===== config.mk =====
export PLATFORM = sky130hd
export DESIGN_NAME = mem_arbiter
export DESIGN_NICKNAME = d
export VERILOG_FILES = /design/src/rtl/mem_arb_pkg.sv /design/src/rtl/rr_arbiter.sv /design/src/rtl/mem_arbiter.sv
export SDC_FILE = /design/constraint.sdc
export NUM_CORES = 1
export LEC_CHECK = 0
export BUFFER_PORTS_ARGS = -buffer_cell sky130_fd_sc_hd__buf_2
export CORE_MARGIN = 4
export CORE_UTILIZATION = 35
export DETAILED_ROUTE_END_ITERATION = 7
export PLACE_DENSITY_LB_ADDON = 0.25
export SETUP_SLACK_MARGIN = 0.2
export SYNTH_ARGS = -nofsm -noshare
export SYNTH_HDL_FRONTEND = slang
export SYNTH_SLANG_ARGS = --single-unit

===== constraint.sdc =====
create_clock -name clk -period 4.2 [get_ports clk]
set_input_delay 0.63 -clock clk [delete_from_list [all_inputs] [get_ports clk]]
set_output_delay 0.63 -clock clk [all_outputs]
set_load 0.005 [all_outputs]

===== src/rtl/mem_arb_pkg.sv =====
// Shared definitions for the three-port memory arbiter: state encoding,
// requester indices and default bus widths.
package mem_arb_pkg;

  typedef enum logic [1:0] {
    IDLE   = 2'd0,
    ACCESS = 2'd1,
    RESP   = 2'd2
  } state_t;

  localparam int NUM_REQ = 3;
  localparam int IDX_W   = 2;

  localparam logic [IDX_W-1:0] REQ_FETCH = 2'd0;
  localparam logic [IDX_W-1:0] REQ_DATA  = 2'd1;
  localparam logic [IDX_W-1:0] REQ_DEBUG = 2'd2;

  localparam int DEF_ADDR_W  = 8;
  localparam int DEF_DATA_W  = 16;
  localparam int DEF_TIMEOUT = 15;

  // Round-robin successor, wrapping the debug port back to fetch.
  function automatic logic [IDX_W-1:0] next_idx(input logic [IDX_W-1:0] i);
    return (i >= REQ_DEBUG) ? REQ_FETCH : i + REQ_DATA;
  endfunction

endpackage


===== src/rtl/rr_arbiter.sv =====
// Combinational round-robin pick: first set request at or after ptr,
// wrapping from the debug port back to instruction fetch.
module rr_arbiter
  import mem_arb_pkg::*;
(
  input  logic [NUM_REQ-1:0] req,
  input  logic [IDX_W-1:0]   ptr,
  output logic [IDX_W-1:0]   winner,
  output logic               valid
);

  logic [IDX_W-1:0] c0;
  logic [IDX_W-1:0] c1;
  logic [IDX_W-1:0] c2;

  // An out-of-range pointer is treated as pointing at fetch.
  assign c0 = (ptr > REQ_DEBUG) ? REQ_FETCH : ptr;
  assign c1 = next_idx(c0);
  assign c2 = next_idx(c1);

  always_comb begin
    winner = REQ_FETCH;
    valid  = 1'b1;
    if (req[c0]) begin
      winner = c0;
    end else if (req[c1]) begin
      winner = c1;
    end else if (req[c2]) begin
      winner = c2;
    end else begin
      valid = 1'b0;
    end
  end

endmodule


===== src/rtl/mem_arbiter.sv =====
// Three-requester memory arbiter: round-robin grant, one transaction in
// flight, bounded wait on mem_ready with a timeout error response.
module mem_arbiter
  import mem_arb_pkg::*;
#(
  parameter int ADDR_W  = DEF_ADDR_W,
  parameter int DATA_W  = DEF_DATA_W,
  parameter int TIMEOUT = DEF_TIMEOUT
) (
  input  logic                      clk,
  input  logic                      reset,
  input  logic [NUM_REQ-1:0]        req,
  input  logic [NUM_REQ-1:0]        we,
  input  logic [NUM_REQ*ADDR_W-1:0] addr,
  input  logic [NUM_REQ*DATA_W-1:0] wdata,
  output logic [NUM_REQ-1:0]        gnt,
  output logic [NUM_REQ-1:0]        done,
  output logic                      err,
  output logic [DATA_W-1:0]         rdata,
  output logic                      mem_en,
  output logic                      mem_we,
  output logic [ADDR_W-1:0]         mem_addr,
  output logic [DATA_W-1:0]         mem_wdata,
  input  logic [DATA_W-1:0]         mem_rdata,
  input  logic                      mem_ready
);

  localparam int CNT_W = $clog2(TIMEOUT + 1);

  state_t             state;
  state_t             state_nxt;
  logic [IDX_W-1:0]   ptr;
  logic [IDX_W-1:0]   win_idx;
  logic               win_vld;
  logic [IDX_W-1:0]   win_q;
  logic               we_q;
  logic [ADDR_W-1:0]  addr_q;
  logic [DATA_W-1:0]  wdata_q;
  logic [CNT_W-1:0]   cnt;
  logic               err_q;
  logic [DATA_W-1:0]  rdata_q;
  logic               timeout_hit;

  rr_arbiter u_rr (
    .req    (req),
    .ptr    (ptr),
    .winner (win_idx),
    .valid  (win_vld)
  );

  // This is the last allowed ACCESS cycle; a coincident mem_ready still wins.
  assign timeout_hit = (cnt == CNT_W'(TIMEOUT - 1)) && !mem_ready;
  assign rdata       = rdata_q;

  always_ff @(posedge clk) begin
    if (!reset) begin
      state <= IDLE;
    end else begin
      state <= state_nxt;
    end
  end

  always_comb begin
    state_nxt = state;
    gnt       = '0;
    done      = '0;
    err       = 1'b0;
    mem_en    = 1'b0;
    mem_we    = 1'b0;
    mem_addr  = '0;
    mem_wdata = '0;
    case (state)
      IDLE: begin
        if (win_vld) state_nxt = ACCESS;
      end
      ACCESS: begin
        mem_en    = 1'b1;
        mem_we    = we_q;
        mem_addr  = addr_q;
        mem_wdata = wdata_q;
        // The counter is still clear only in the first ACCESS cycle.
        if (cnt == '0) gnt[win_q] = 1'b1;
        if (mem_ready || timeout_hit) state_nxt = RESP;
      end
      RESP: begin
        done[win_q] = 1'b1;
        err         = err_q;
        state_nxt   = IDLE;
      end
      default: state_nxt = IDLE;
    endcase
  end

  always_ff @(posedge clk) begin
    if (!reset) begin
      ptr     <= REQ_FETCH;
      win_q   <= REQ_FETCH;
      we_q    <= 1'b0;
      addr_q  <= '0;
      wdata_q <= '0;
      cnt     <= '0;
      err_q   <= 1'b0;
      rdata_q <= '0;
    end else begin
      case (state)
        IDLE: begin
          if (win_vld) begin
            win_q   <= win_idx;
            we_q    <= we[win_idx];
            addr_q  <= addr[win_idx*ADDR_W +: ADDR_W];
            wdata_q <= wdata[win_idx*DATA_W +: DATA_W];
            cnt     <= '0;
            err_q   <= 1'b0;
          end
        end
        ACCESS: begin
          if (mem_ready) begin
            rdata_q <= mem_rdata;
            err_q   <= 1'b0;
            ptr     <= next_idx(win_q);
          end else if (timeout_hit) begin
            rdata_q <= '0;
            err_q   <= 1'b1;
            ptr     <= next_idx(win_q);
          end else begin
            cnt <= cnt + CNT_W'(1);
          end
        end
        default: ;
      endcase
    end
  end

endmodule


; ---- Word-level counts from Yosys, hierarchy flattened
; Index checks and enable logic that the tools add are counted.
[totals]
register_bits = 52
inputBits = 97
out_inout_bits = 49
[op_classes]
muxes = 43
n_shift = 2
n_addsub = 4
n_lt_le_gt_ge = 10
n_reduce_logical = 13
n_eq_ne = 8
[op_table]
columns = operator, count
row1 = two-way mux 16 bit, 3
row2 = variable part select 48 x 7 -> 16 bit, 1
row3 = variable part select 24 x 6 -> 8 bit, 1
row4 = two-way mux 2 bit, 11
row5 = "< comparator 2 x 3 -> 1 bit, second input constant", 5
row6 = two-way mux 1 bit, 14
row7 = two-way mux 4 bit, 3
row8 = two-way mux 3 bit, 3
row9 = binary-select mux 1 bit (select 2 bit), 4
row10 = two-way mux 8 bit, 1
row11 = case mux 4 bit (2 select lines), 1
row12 = "adder 2 x 1 -> 2 bit, second input constant", 3
row13 = ">= comparator 2 bit, second input constant", 3
row14 = "inequality test 2 bit, second input constant", 3
row15 = AND reduction 2 bit, 3
row16 = "adder 4 x 1 -> 4 bit, second input constant", 1
row17 = "equality test 4 bit, second input constant", 1
row18 = zero test 4 bit, 1
row19 = case mux 2 bit (2 select lines), 1
row20 = AND reduction 4 bit, 1
row21 = nonzero test 2 bit, 2
row22 = "inequality test 3 bit, second input constant", 1
row23 = AND reduction 3 bit, 1
row24 = demux 1 bit (select 2 bit), 1
row25 = other kinds (10), 11

; ---- Depth between registers and ports, before layout
[depth]
word_depth = 13
ltp_mapped = 10
ltp_nobuf = 7

; ---- Cells and area by module
; Synthesis repeated with hierarchy kept, for this count alone.
[unflattened]
cells_unflattened = 314
area_unflattened_um2 = 2849.0
[modules_own_cells]
columns = mod, area_per_inst_um2, n_inst, cells_each
row1 = mem_arbiter, 2615.0, 1, 282
row2 = rr_arbiter, 234.0, 1, 32

; ---- Worst setup path after synthesis
; OpenSTA, ideal clock, no wires.
[synth_path]
kind = register to register
startpoint = register ptr[0]
endpoint = register addr_q[0]
period_less_slack_ns = 2.200
setup_ns = 0.126
arrival_time_ns = 2.073
setup_slack_ns = 2.000
stages_incl_launch_ff = 10
t_required_ns = 4.074
path_buffers = 2
cell_sequence = dfxtp_1 -> inv_1 -> ha_1 -> nor2b_4 -> o21a_2 -> nor4_4 -> or3_1 -> buf_6 -> buf_8 -> o221ai_2
[synth_between]
elab_chain_cells = 12
[synth_lines]
columns = element, line
row1 = from (decl), mem_arbiter.sv:32  ; logic [IDX_W-1:0] ptr;
row2 = from (signal assigned), mem_arbiter.sv:120  ; ptr <= next_idx(win_q);
row3 = from (signal assigned), mem_arbiter.sv:124  ; ptr <= next_idx(win_q);
row4 = > comparator 2 bit, rr_arbiter.sv:17  ; assign c0 = (ptr > REQ_DEBUG) ? REQ_FETCH : ptr;
row5 = two-way mux 2 bit *, rr_arbiter.sv:17
row6 = adder 2 x 1 -> 2 bit / >= comparator 2 bit (equally long branches), mem_arb_pkg.sv:24  ; return (i >= REQ_DEBUG) ? REQ_FETCH : i + REQ_DATA;
row7 = two-way mux 2 bit, mem_arb_pkg.sv:24
row8 = adder 2 x 1 -> 2 bit / >= comparator 2 bit (equally long branches), mem_arb_pkg.sv:24
row9 = two-way mux 2 bit, mem_arb_pkg.sv:24
row10 = binary-select mux 1 bit (select 2 bit), rr_arbiter.sv:28  ; end else if (req[c2]) begin
row11 = two-way mux 1 bit (not written as such), rr_arbiter.sv:28
row12 = two-way mux 2 bit / two-way mux 1 bit (equally long branches), rr_arbiter.sv:28
row13 = two-way mux 2 bit / two-way mux 1 bit (equally long branches), rr_arbiter.sv:26  ; end else if (req[c1]) begin
row14 = two-way mux 2 bit / two-way mux 1 bit (equally long branches), rr_arbiter.sv:24  ; if (req[c0]) begin
row15 = variable part select 24 x 6 -> 8 bit / AND reduction 2 bit (equally long branches), -
row16 = to (signal assigned), mem_arbiter.sv:110  ; addr_q <= addr[win_idx*ADDR_W +: ADDR_W];
row17 = to (decl), mem_arbiter.sv:37  ; logic [ADDR_W-1:0] addr_q;
; Mark *: on every way between the ends. The rest lies on a longest branch, timed or not. The select of a mux whose other input is x is not followed.
; A chain may end at the register's enable or synchronous reset.

; ---- Worst setup path after layout
[layout_path]
startpoint = register ptr[0]
endpoint = register wdata_q[12]
[layout_between]
elab_chain_cells = 12
[layout_lines]
columns = element, line
row1 = > comparator 2 bit, rr_arbiter.sv:17
row2 = two-way mux 2 bit *, rr_arbiter.sv:17
row3 = adder 2 x 1 -> 2 bit / >= comparator 2 bit (equally long branches), mem_arb_pkg.sv:24
row4 = two-way mux 2 bit, mem_arb_pkg.sv:24
row5 = adder 2 x 1 -> 2 bit / >= comparator 2 bit (equally long branches), mem_arb_pkg.sv:24
row6 = two-way mux 2 bit, mem_arb_pkg.sv:24
row7 = binary-select mux 1 bit (select 2 bit), rr_arbiter.sv:28
row8 = two-way mux 1 bit (not written as such), rr_arbiter.sv:28
row9 = two-way mux 2 bit / two-way mux 1 bit (equally long branches), rr_arbiter.sv:28
row10 = two-way mux 2 bit / two-way mux 1 bit (equally long branches), rr_arbiter.sv:26
row11 = two-way mux 2 bit / two-way mux 1 bit (equally long branches), rr_arbiter.sv:24
row12 = variable part select 48 x 7 -> 16 bit / AND reduction 2 bit (equally long branches), -
row13 = to (signal assigned), mem_arbiter.sv:111  ; wdata_q <= wdata[win_idx*DATA_W +: DATA_W];
row14 = to (decl), mem_arbiter.sv:38  ; logic [DATA_W-1:0] wdata_q;
; Marked as above.

==> impl_metrics.ini <==
[hold_path]
worstHoldEndpoint = rdata[7]
hold_class = reg2reg
hold_depth = 2
worstHoldStart = rdata[7]

[power]
power_mw = 1.35
power-per-cell-area_nw_per_um2 = 309
p_leak_nw = 1.82
ir_worst_vdd_mv = 0.157

[timing]
tns_ns = 0
fin_crit_sh = 0.719
final-max-slew-violation-count = 0
period_minus_slack_ns = 3.02
hold_viol_final = 0
setup_viol = 0
fin_worst_skew_ns = 0.0131
worstMarginPinSlew_ns = 1.34
max_freq_ghz = 0.331
grt_setup_unrepaired = false
slew_headroom = 0.107

[die]
core_um2 = 9860
dieArea_um2 = 11900
placement_rows = 36
chipHeight_um = 109
io_pins = 146
dieWidth_um = 109
initial_core_util = 0.364

[worst_setup_path]
regToRegEndpoint = wdata_q[12]
slowest_stage = or3_1
path_class = reg2reg
worstSetupEndpointType = register
reg2reg_slack_ns = 1.18
timing.rr.start = ptr[0]
path_cells = inv_1 > ha_1 > nor2b_4 > o21a_2 > nor4_4 > or3_1 > buf_4 > o221ai_1
crit_arrival_ns = 3.17
cp.required_ns = 4.35
worstRegToRegCells = 8
worstPathMaxFanout = 14
max_stage_delay_ns = 0.58
cp-start-kind = register

[finish]
drive_gt1_frac = 0.337
multiInputGateArea_um2 = 2220
final_nets = 666
final_util = 0.444
layout_commonest_cell = buf_2
final_cells = 698
fillCellCount = 999
syn_to_final_growth_pct = 22.2
final_cell_mix = 145 x buf_2, 52 x nand3_1, 52 x dfxtp_1
register_area_um2 = 1040

[synthesis]
synth_nets = 553
ys_warn_count = 0
syn_area_um2 = 3590
yosysUniqueCellTypes = 51
synth-edff-count = 0
yosysSeqAreaShare = 0.290
ys_ff_latch = 52
synth_ff_type = dfxtp_1
syn_inst = 450
synth_area_per_cell_um2 = 7.97
synth-async-reset-ratio = 0

[clocking]
path_clk_slew_ns = 0.10
cts_buffers = 5
htreeDepth = 2
clock_path_buffers = 2
cts_hold_buf = 0
root_buffer = clkbuf_8
numClockSinks = 52
cts_tree = built
cts-resized-gates = 0
post_cts_buffers = 0
clk_latency_ns = 0.31

[placed_design]
placed_cells = 689
hpwlAfterDp_um = 8080
portBuffers = 145
place_congestion = 0.806

[routing]
drc_errors = 0
vias_per_cell = 5.37
drt_iter0_drc = 336
wl_per_cell_um = 16.2
firstDrtPassIters = 5
dr_total_vias = 3749
routed_wl_um = 11300
ant_nets = 0

[global_routing]
grt_usage = 0.183
grt_pass1_vias = 3538
gr-total-overflow = 0
antenna_found_initial = 1
grt_pass1_wl_um = 17400
grt_max_degree = 52

[flow_run]
max_cap_viol_count = 0

[run_status]
status = finished clean
-- registers in the layout, indices dropped and copies added (netlist names) --
name,count
state,2
wdata_q,16
rdata,16
cnt,4
ptr,2
err_q,1
win_q,2
addr_q,8
we_q,1
-- stage by stage --
stage                     hold slack (ns)  cell area [um^2]  setup WS [ns]
after floorplan                     0.477              3590           2.00
after global placement              0.476              4290           1.25
after detailed placement            0.484              4290           1.17
after CTS                           0.511              4380           1.14
after global routing                0.517              4380          0.956
final                               0.507              4380           1.18
-- report_power, final --
group          total (mW)  internal, mW  switching, mW
Combinational       0.475         0.202          0.273
Sequential          0.582         0.552         0.0306
Clock               0.296         0.119          0.178
-- logic make-up after synthesis --
kind of cell / after synthesis / synth area share
AO/OA/AOI/OAI: 117 / 0.284
XOR/XNOR: 2 / 0.00488
adder cells (fa/ha/maj): 6 / 0.0209
buffers and inverters: 74 / 0.0994
flip-flops: 52 / 0.290
multiplexers: 1 / 0.00279
AND/OR/NAND/NOR: 198 / 0.298
-- worst max-delay path: cells and delay by family, from the launching register on --
family	cells	cell delay (ns)
AO/OA/AOI/OAI	2	0.41
flip-flops	1	0.40
buffers and inverters	2	0.45
AND/OR/NAND/NOR	3	1.19
adder cells (fa/ha/maj)	1	0.41
-- worst max path at each step --
stage / end / cells past startpoint / startpoint / slack (ns)
after global placement: wdata_q[12] / 8 / ptr[0] / 1.25
final: wdata_q[12] / 8 / ptr[0] / 1.18
after global routing: wdata_q[12] / 8 / ptr[0] / 0.96
after CTS: wdata_q[12] / 8 / ptr[0] / 1.14
after detailed placement: wdata_q[12] / 8 / ptr[0] / 1.17
after floorplan: addr_q[0] / 9 / ptr[0] / 2.00
-- cells in the mapped netlist, types with 2 or more instances --
cell type  number  share of area
nand2b_1        5         0.0087
a21oi_1        33          0.046
a22oi_1        16          0.033
or2_1           2         0.0035
nor2_1         29          0.030
xor2_1          2         0.0049
buf_2          12          0.017
o221ai_1        5          0.012
o31a_1         26          0.063
nor2b_1         4         0.0070
ha_1            6          0.021
and2_1         28          0.049
nor3b_1         2         0.0042
and4b_1         2         0.0056
buf_6           3         0.0094
inv_1          32          0.033
o211ai_1        2         0.0042
nor3_1          4         0.0056
clkbuf_1       20          0.021
and3_1         25          0.044
dfxtp_1        52           0.29
o21ai_1         2         0.0028
o221ai_2       21          0.088
nand3_1        52          0.073
buf_8           2         0.0084
buf_4           5          0.010
nand2_1        34          0.036
-- final cells by class --
type                            instances  share of cell area
Antenna cell                            1            0.000571
Clock buffer                            5              0.0157
Clock inverter                          3             0.00485
Inverter                               32              0.0274
Multi-Input combinational cell        324               0.505
Sequential cell                        52               0.237
Tap cell                              133              0.0380
Timing Repair Buffer                  148               0.171
-- metal layers --
metal / global-route usage / wire length (um)
met1: 0.229 / 4680
met2: 0.315 / 5690
met3: 0.0284 / 689
met4: 0.0659 / 236
met5: 0 / 0
Note: power is estimated with default switching activity, not from simulation.
